**src/rtl/vec_cpu_pkg.sv**
```systemverilog
// Shared vector-CPU control types.
//   ctrl_word_t : packed decode control bundle carried down the pipe
//   CTRL_W_DEF  : width of ctrl_word_t
//   NOP_CTRL    : bubble word (no writes, no stores)
package vec_cpu_pkg;

  typedef struct packed {
    logic       alu_st;
    logic       mem_st;
    logic       shift_op;
    logic [1:0] mem_op;
    logic [1:0] esc_wr;
    logic [1:0] vec_wr;
    logic [3:0] alu_op;
  } ctrl_word_t;

  localparam int         CTRL_W_DEF = $bits(ctrl_word_t);
  localparam ctrl_word_t NOP_CTRL   = '0;

endpackage

```
**src/rtl/vec_ctrl_skid_slot.sv**
```systemverilog
// One ready/valid skid slot: a main register plus a one-entry skid buffer.
// Ports:
//   clk, reset      : clock (state on negedge), sync active-high reset
//   flush           : kills main and skid entries at the edge
//   in_valid/in_ready/in_ctrl    : upstream handshake; in_ready = ~skid_v
//   out_valid/out_ready/out_ctrl : downstream handshake; out_ctrl is
//                                  NOP_WORD while out_valid=0
module vec_ctrl_skid_slot #(
  parameter int                CTRL_W   = 13,
  parameter logic [CTRL_W-1:0] NOP_WORD = '0
) (
  input  logic              clk,
  input  logic              reset,
  input  logic              flush,
  input  logic              in_valid,
  output logic              in_ready,
  input  logic [CTRL_W-1:0] in_ctrl,
  output logic              out_valid,
  input  logic              out_ready,
  output logic [CTRL_W-1:0] out_ctrl
);

  logic              main_v, skid_v;
  logic [CTRL_W-1:0] main_d, skid_d;
  logic              push, pop;

  // Ready depends only on local state, so no combinational path runs
  // from out_ready back up the chain.
  assign in_ready  = ~skid_v;
  assign push      = in_valid & in_ready;
  assign pop       = main_v & out_ready;
  assign out_valid = main_v;
  assign out_ctrl  = main_v ? main_d : NOP_WORD;

  // Data registers are not reset; they are masked by the valid bits.
  always_ff @(negedge clk) begin
    if (reset || flush) begin
      main_v <= 1'b0;
      skid_v <= 1'b0;
    end else if (pop) begin
      if (skid_v) begin
        // push cannot coincide here: in_ready was low
        main_d <= skid_d;
        skid_v <= 1'b0;
      end else if (push) begin
        main_d <= in_ctrl;
      end else begin
        main_v <= 1'b0;
      end
    end else if (push) begin
      if (main_v) begin
        skid_d <= in_ctrl;
        skid_v <= 1'b1;
      end else begin
        main_d <= in_ctrl;
        main_v <= 1'b1;
      end
    end
  end

endmodule

```
**src/rtl/vec_ctrl_pipe_skid.sv**
```systemverilog
// Control-bundle pipeline for the vector CPU: NUM_STAGES chained skid slots
// between decode and ALU/MEM/WB.
// Ports:
//   clk, reset   : clock (state on negedge), sync active-high reset
//   flush        : drops every in-flight word, same-cycle input discarded
//   in_valid/in_ready/in_ctrl    : decode side
//   out_valid/out_ready/out_ctrl : execute side, NOP_WORD when idle
//   stall_cnt    : saturating out_valid&~out_ready cycle count, present
//                  only when VEC_CTRL_PIPE_PERF_EN is defined
module vec_ctrl_pipe_skid
  import vec_cpu_pkg::*;
#(
  parameter int                CTRL_W     = CTRL_W_DEF,
  parameter int                NUM_STAGES = 2,
  parameter logic [CTRL_W-1:0] NOP_WORD   = CTRL_W'(NOP_CTRL)
) (
  input  logic              clk,
  input  logic              reset,
  input  logic              flush,
  input  logic              in_valid,
  output logic              in_ready,
  input  logic [CTRL_W-1:0] in_ctrl,
  output logic              out_valid,
  input  logic              out_ready,
  output logic [CTRL_W-1:0] out_ctrl
`ifdef VEC_CTRL_PIPE_PERF_EN
  ,
  output logic [31:0]       stall_cnt
`endif
);

  // Index k is the input side of slot k; index NUM_STAGES is the pipe output.
  logic [NUM_STAGES:0]             vld_pipe;
  logic [NUM_STAGES:0]             rdy_pipe;
  logic [NUM_STAGES:0][CTRL_W-1:0] ctrl_pipe;

  assign vld_pipe[0]          = in_valid;
  assign ctrl_pipe[0]         = in_ctrl;
  assign rdy_pipe[NUM_STAGES] = out_ready;
  assign in_ready             = rdy_pipe[0];
  assign out_valid            = vld_pipe[NUM_STAGES];
  assign out_ctrl             = ctrl_pipe[NUM_STAGES];

  for (genvar k = 0; k < NUM_STAGES; k++) begin : g_slot
    vec_ctrl_skid_slot #(
      .CTRL_W   (CTRL_W),
      .NOP_WORD (NOP_WORD)
    ) u_slot (
      .clk       (clk),
      .reset     (reset),
      .flush     (flush),
      .in_valid  (vld_pipe[k]),
      .in_ready  (rdy_pipe[k]),
      .in_ctrl   (ctrl_pipe[k]),
      .out_valid (vld_pipe[k+1]),
      .out_ready (rdy_pipe[k+1]),
      .out_ctrl  (ctrl_pipe[k+1])
    );
  end

`ifdef VEC_CTRL_PIPE_PERF_EN
  // Survives flush on purpose: it measures stalls across pipeline kills.
  logic [31:0] stall_q;
  always_ff @(negedge clk) begin
    if (reset)
      stall_q <= '0;
    else if (out_valid && !out_ready && stall_q != 32'hFFFF_FFFF)
      stall_q <= stall_q + 32'd1;
  end
  assign stall_cnt = stall_q;
`endif

endmodule

```
**config.mk**
```make
export PLATFORM = sky130hd
export DESIGN_NAME = vec_ctrl_pipe_skid
export DESIGN_NICKNAME = d
export VERILOG_FILES = /design/src/rtl/vec_cpu_pkg.sv /design/src/rtl/vec_ctrl_skid_slot.sv /design/src/rtl/vec_ctrl_pipe_skid.sv
export SDC_FILE = /design/constraint.sdc
export NUM_CORES = 1
export LEC_CHECK = 0
export BUFFER_PORTS_ARGS = -buffer_cell sky130_fd_sc_hd__buf_2
export CORE_ASPECT_RATIO = 1.4
export CORE_MARGIN = 2
export CORE_UTILIZATION = 45
export CTS_CLUSTER_DIAMETER = 60
export DETAILED_ROUTE_END_ITERATION = 7
export GPL_TIMING_DRIVEN = 0
export PLACE_DENSITY_LB_ADDON = 0.12
export RECOVER_POWER = 50
export SYNTH_ARGS = -nofsm -noshare
export SYNTH_HDL_FRONTEND = slang
export SYNTH_HIERARCHICAL = 1
export SYNTH_SLANG_ARGS = --single-unit
```
**constraint.sdc**
```tcl
create_clock -name clk -period 5.35 [get_ports clk]
set_input_delay 0.8025 -clock clk [delete_from_list [all_inputs] [get_ports clk]]
set_output_delay 0.8025 -clock clk [all_outputs]
set_load 0.01 [all_outputs]
```
==> qor.csv <==
metric,value,unit
"Data required, critical path",2.74,ns
maximum clock path buffer count,2,
share of layout cells above drive strength 1,0.1864,
post-synthesis cell count,140,
router iterations before antenna repair,3,
wire length of the first global-routing pass,5.444,mm
sequential share of the synthesized area,0.6833,
I/O pin count,33,
Die Width,65.75,um
"Design Area, Final",2864,um2
final setup violation count,0,
library cells used by synthesis,18,
DRC violations left,0,
CTS tree,yes,
hold-fix buffers at CTS,0,
clock transition at the registers of the reported paths,0.04,ns
vias in the first global route,1511,
layer with the highest usage,met2,
initial antenna violation count,0,
site row count,31,
crit start category,input pin,
ant diodes,0,
crit path cell chain,"clkbuf_1, a2111oi_1, buf_4",
Setup Skew,0.02514,ns
Mean Syn Cell Area,17.16,um2
RR Startpoint,g_slot[1].u_slot/skid_v,
worst path buffer plus inverter count,2,
largest net degree at the start of global routing,17,
Initial Util,0.4657,
worst-case reg-to-reg path depth,4,
Sink Count,56,
max cap viols,0,
Layout Nets,253,
met3 Resource Use GR,0.04364,
hold path depth,1,
Yosys warning count,6,
Slew Limit Headroom,0.2488,
setup ws final,0.3292,ns
mapped cell area,2402,um2
Skew-Pair Late Insertion Delay,0.38,ns
crit-path max FO,9,
Final Core Density,0.5552,
Fin. Hold Viols,0,
via/cell ratio,4.530,
Pwr per Cell Area,311.1,nW/um2
"Max stage delay cell, worst path",a2111oi_1,
remaining antenna violation count,0,
status,"complete, no violations",
setup bufs post-CTS,0,
#FFs+latches synth,56,
HPWL Detailed,2.335,mm
"Slew Viols, Final",0,
routability congestion estimate,0.6362,
IO Port Bufs,32,
"CP delay by family, top",compound AO/OA/AOI/OAI gates,
via count,1368,
syn_nets,158,
Area growth syn-to-layout,19.22,%
gr ovfl total,0,
largest stage delay on the critical path,1.05,ns
WP data arrival,2.41,ns
placed cell areas,2670,um2
H-tree depth,2,
All-Layer GR Usage,0.1153,
root buffer cell,clkbuf_8,
met2 Usage GRT,0.2012,
min-delay src,g_slot[0].u_slot/skid_d[2],
slew of the pin with the lowest slew margin,1.124,ns
total core area,5159,um2
Critical R2R Capture,g_slot[1].u_slot/main_d[6],
post-CTS resize count,0,
setup repair after global routing missed its margin,false,
CTS buffer count,5,
P_leak,1.249,nW
Die Ht,90.45,um
met1 Track Usage GR,0.09832,
setup_tns,0,ns
Pwr Total,0.0008911,W
CP Capture Type,flop,
WL final,3.370,mm
DR iter-0 viols,38,
maximum VDD drop,0.0002264,V
HP Class,reg2reg,
Die ar.,5947,um2
number of fill cells in the layout,461,
"reg-to-reg slack, setup",2.99,ns
pre-CTS setup slack,0.07488,ns
drt wl/cell,11.16,um
Min-Delay Endpoint,g_slot[0].u_slot/main_d[2],
kind of critical path,in2reg,
cells by family (layout without fill, tap and decap cells):
kind of cell	count (synthesis)	count (layout)	share of synthesized area
flops	56	56	0.6833
simple gates	36	36	0.1010
mux	26	26	0.1531
buf+inv	12	108	0.02812
compound gates	10	10	0.03438
cells in the mapped netlist:
library cell	number	share of area
nand3_4	2	0.015
a21oi_1	2	0.0042
nor2b_1	2	0.0052
nand2_1	4	0.0062
inv_1	6	0.0094
buf_6	2	0.0094
dfxtp_1	4	0.033
o21ai_0	2	0.0042
edfxtp_1	52	0.65
clkbuf_1	2	0.0031
a2111oi_2	2	0.013
a2111oi_0	2	0.0073
mux2_4	20	0.13
and2_1	26	0.068
mux2_2	6	0.028
nor4b_1	2	0.0073
a211oi_1	2	0.0062
buf_4	2	0.0062
through the flow:
step,hold WS (ns),std cells
final,0.5223,302
after global placement,0.5325,238
after global routing,0.5413,302
after detailed placement,0.5333,240
after CTS,0.5278,302
after floorplan,0.5206,140
worst register-to-register path, delay by kind of cell (launching register included):
kind	cells	cell delay, ns
compound gates	1	1.04
buf+inv	2	0.50
flops	1	0.35
simple gates	1	0.16
how the worst max path moves through the flow:
| stage | from | to | slack (ns) | depth (start not counted) |
|---|---|---|---|---|
| 2_1_floorplan | in_valid | g_slot[0].u_slot/main_d[0] | 0.34 | 2 |
| 3_3_place_gp | in_valid | g_slot[0].u_slot/main_d[2] | -0.02 | 3 |
| 3_5_place_dp | out_ready | g_slot[1].u_slot/skid_d[9] | 0.07 | 3 |
| 4_1_cts | g_slot[1].u_slot/out_valid | out_ctrl[5] | 0.43 | 4 |
| 5_1_grt | flush | g_slot[1].u_slot/main_d[2] | 0.22 | 3 |
| 6_report | flush | g_slot[1].u_slot/main_d[6] | 0.33 | 3 |
metal layers:
metal,share of wire,up-vias
met5,0,-
met4,0.0047,0
met3,0.050,2
met2,0.54,34
met1,0.40,628
li1,-,704
power breakdown:
group / internal (W) / switching (W)
Sequential: 0.000485 / 0.00000127
Clock: 0.000145 / 0.000232
Combinational: 0.0000122 / 0.0000160
layout make-up:
type	instances	area (um2)	area share
flip-flops and latches	56	1642	0.5732
plain buffers	6	33.78	0.01180
multi-input cells	72	634.4	0.2215
well taps	66	82.58	0.02883
clock inverters	59	227.7	0.07951
inverters	4	15.01	0.005242
clock buffers	5	68.82	0.02403
repair buffers	34	160.2	0.05592
state kept, by name, summed over array words and instances (netlist names):
name	flops
g_slot.u_slot/main_d	26
g_slot.u_slot/skid_d	26
g_slot.u_slot/skid_v	2
g_slot.u_slot/out_valid	2
cells in the final DEF, fill, tap and decap left out:
master	netlist	final
clkinv_4	0	1
clkbuf_8	0	5
edfxtp_1	52	52
and2_0	0	12
a21oi_1	2	2
mux2_4	20	1
dfxtp_1	4	4
o21ai_0	2	2
and2_1	26	14
a2111oi_1	0	1
buf_2	0	23
nor4b_4	0	2
nand3_4	2	1
clkinvlp_2	0	1
a2111oi_0	2	2
clkbuf_1	2	14
a211oi_1	2	2
mux2_2	6	6
inv_1	6	61
nand2_1	4	4
nand3_1	0	1
buf_6	2	1
mux2_1	0	19
buf_4	2	2
a2111oi_2	2	1
nor2b_1	2	2
No activity file was read; power rests on OpenSTA's default activity.
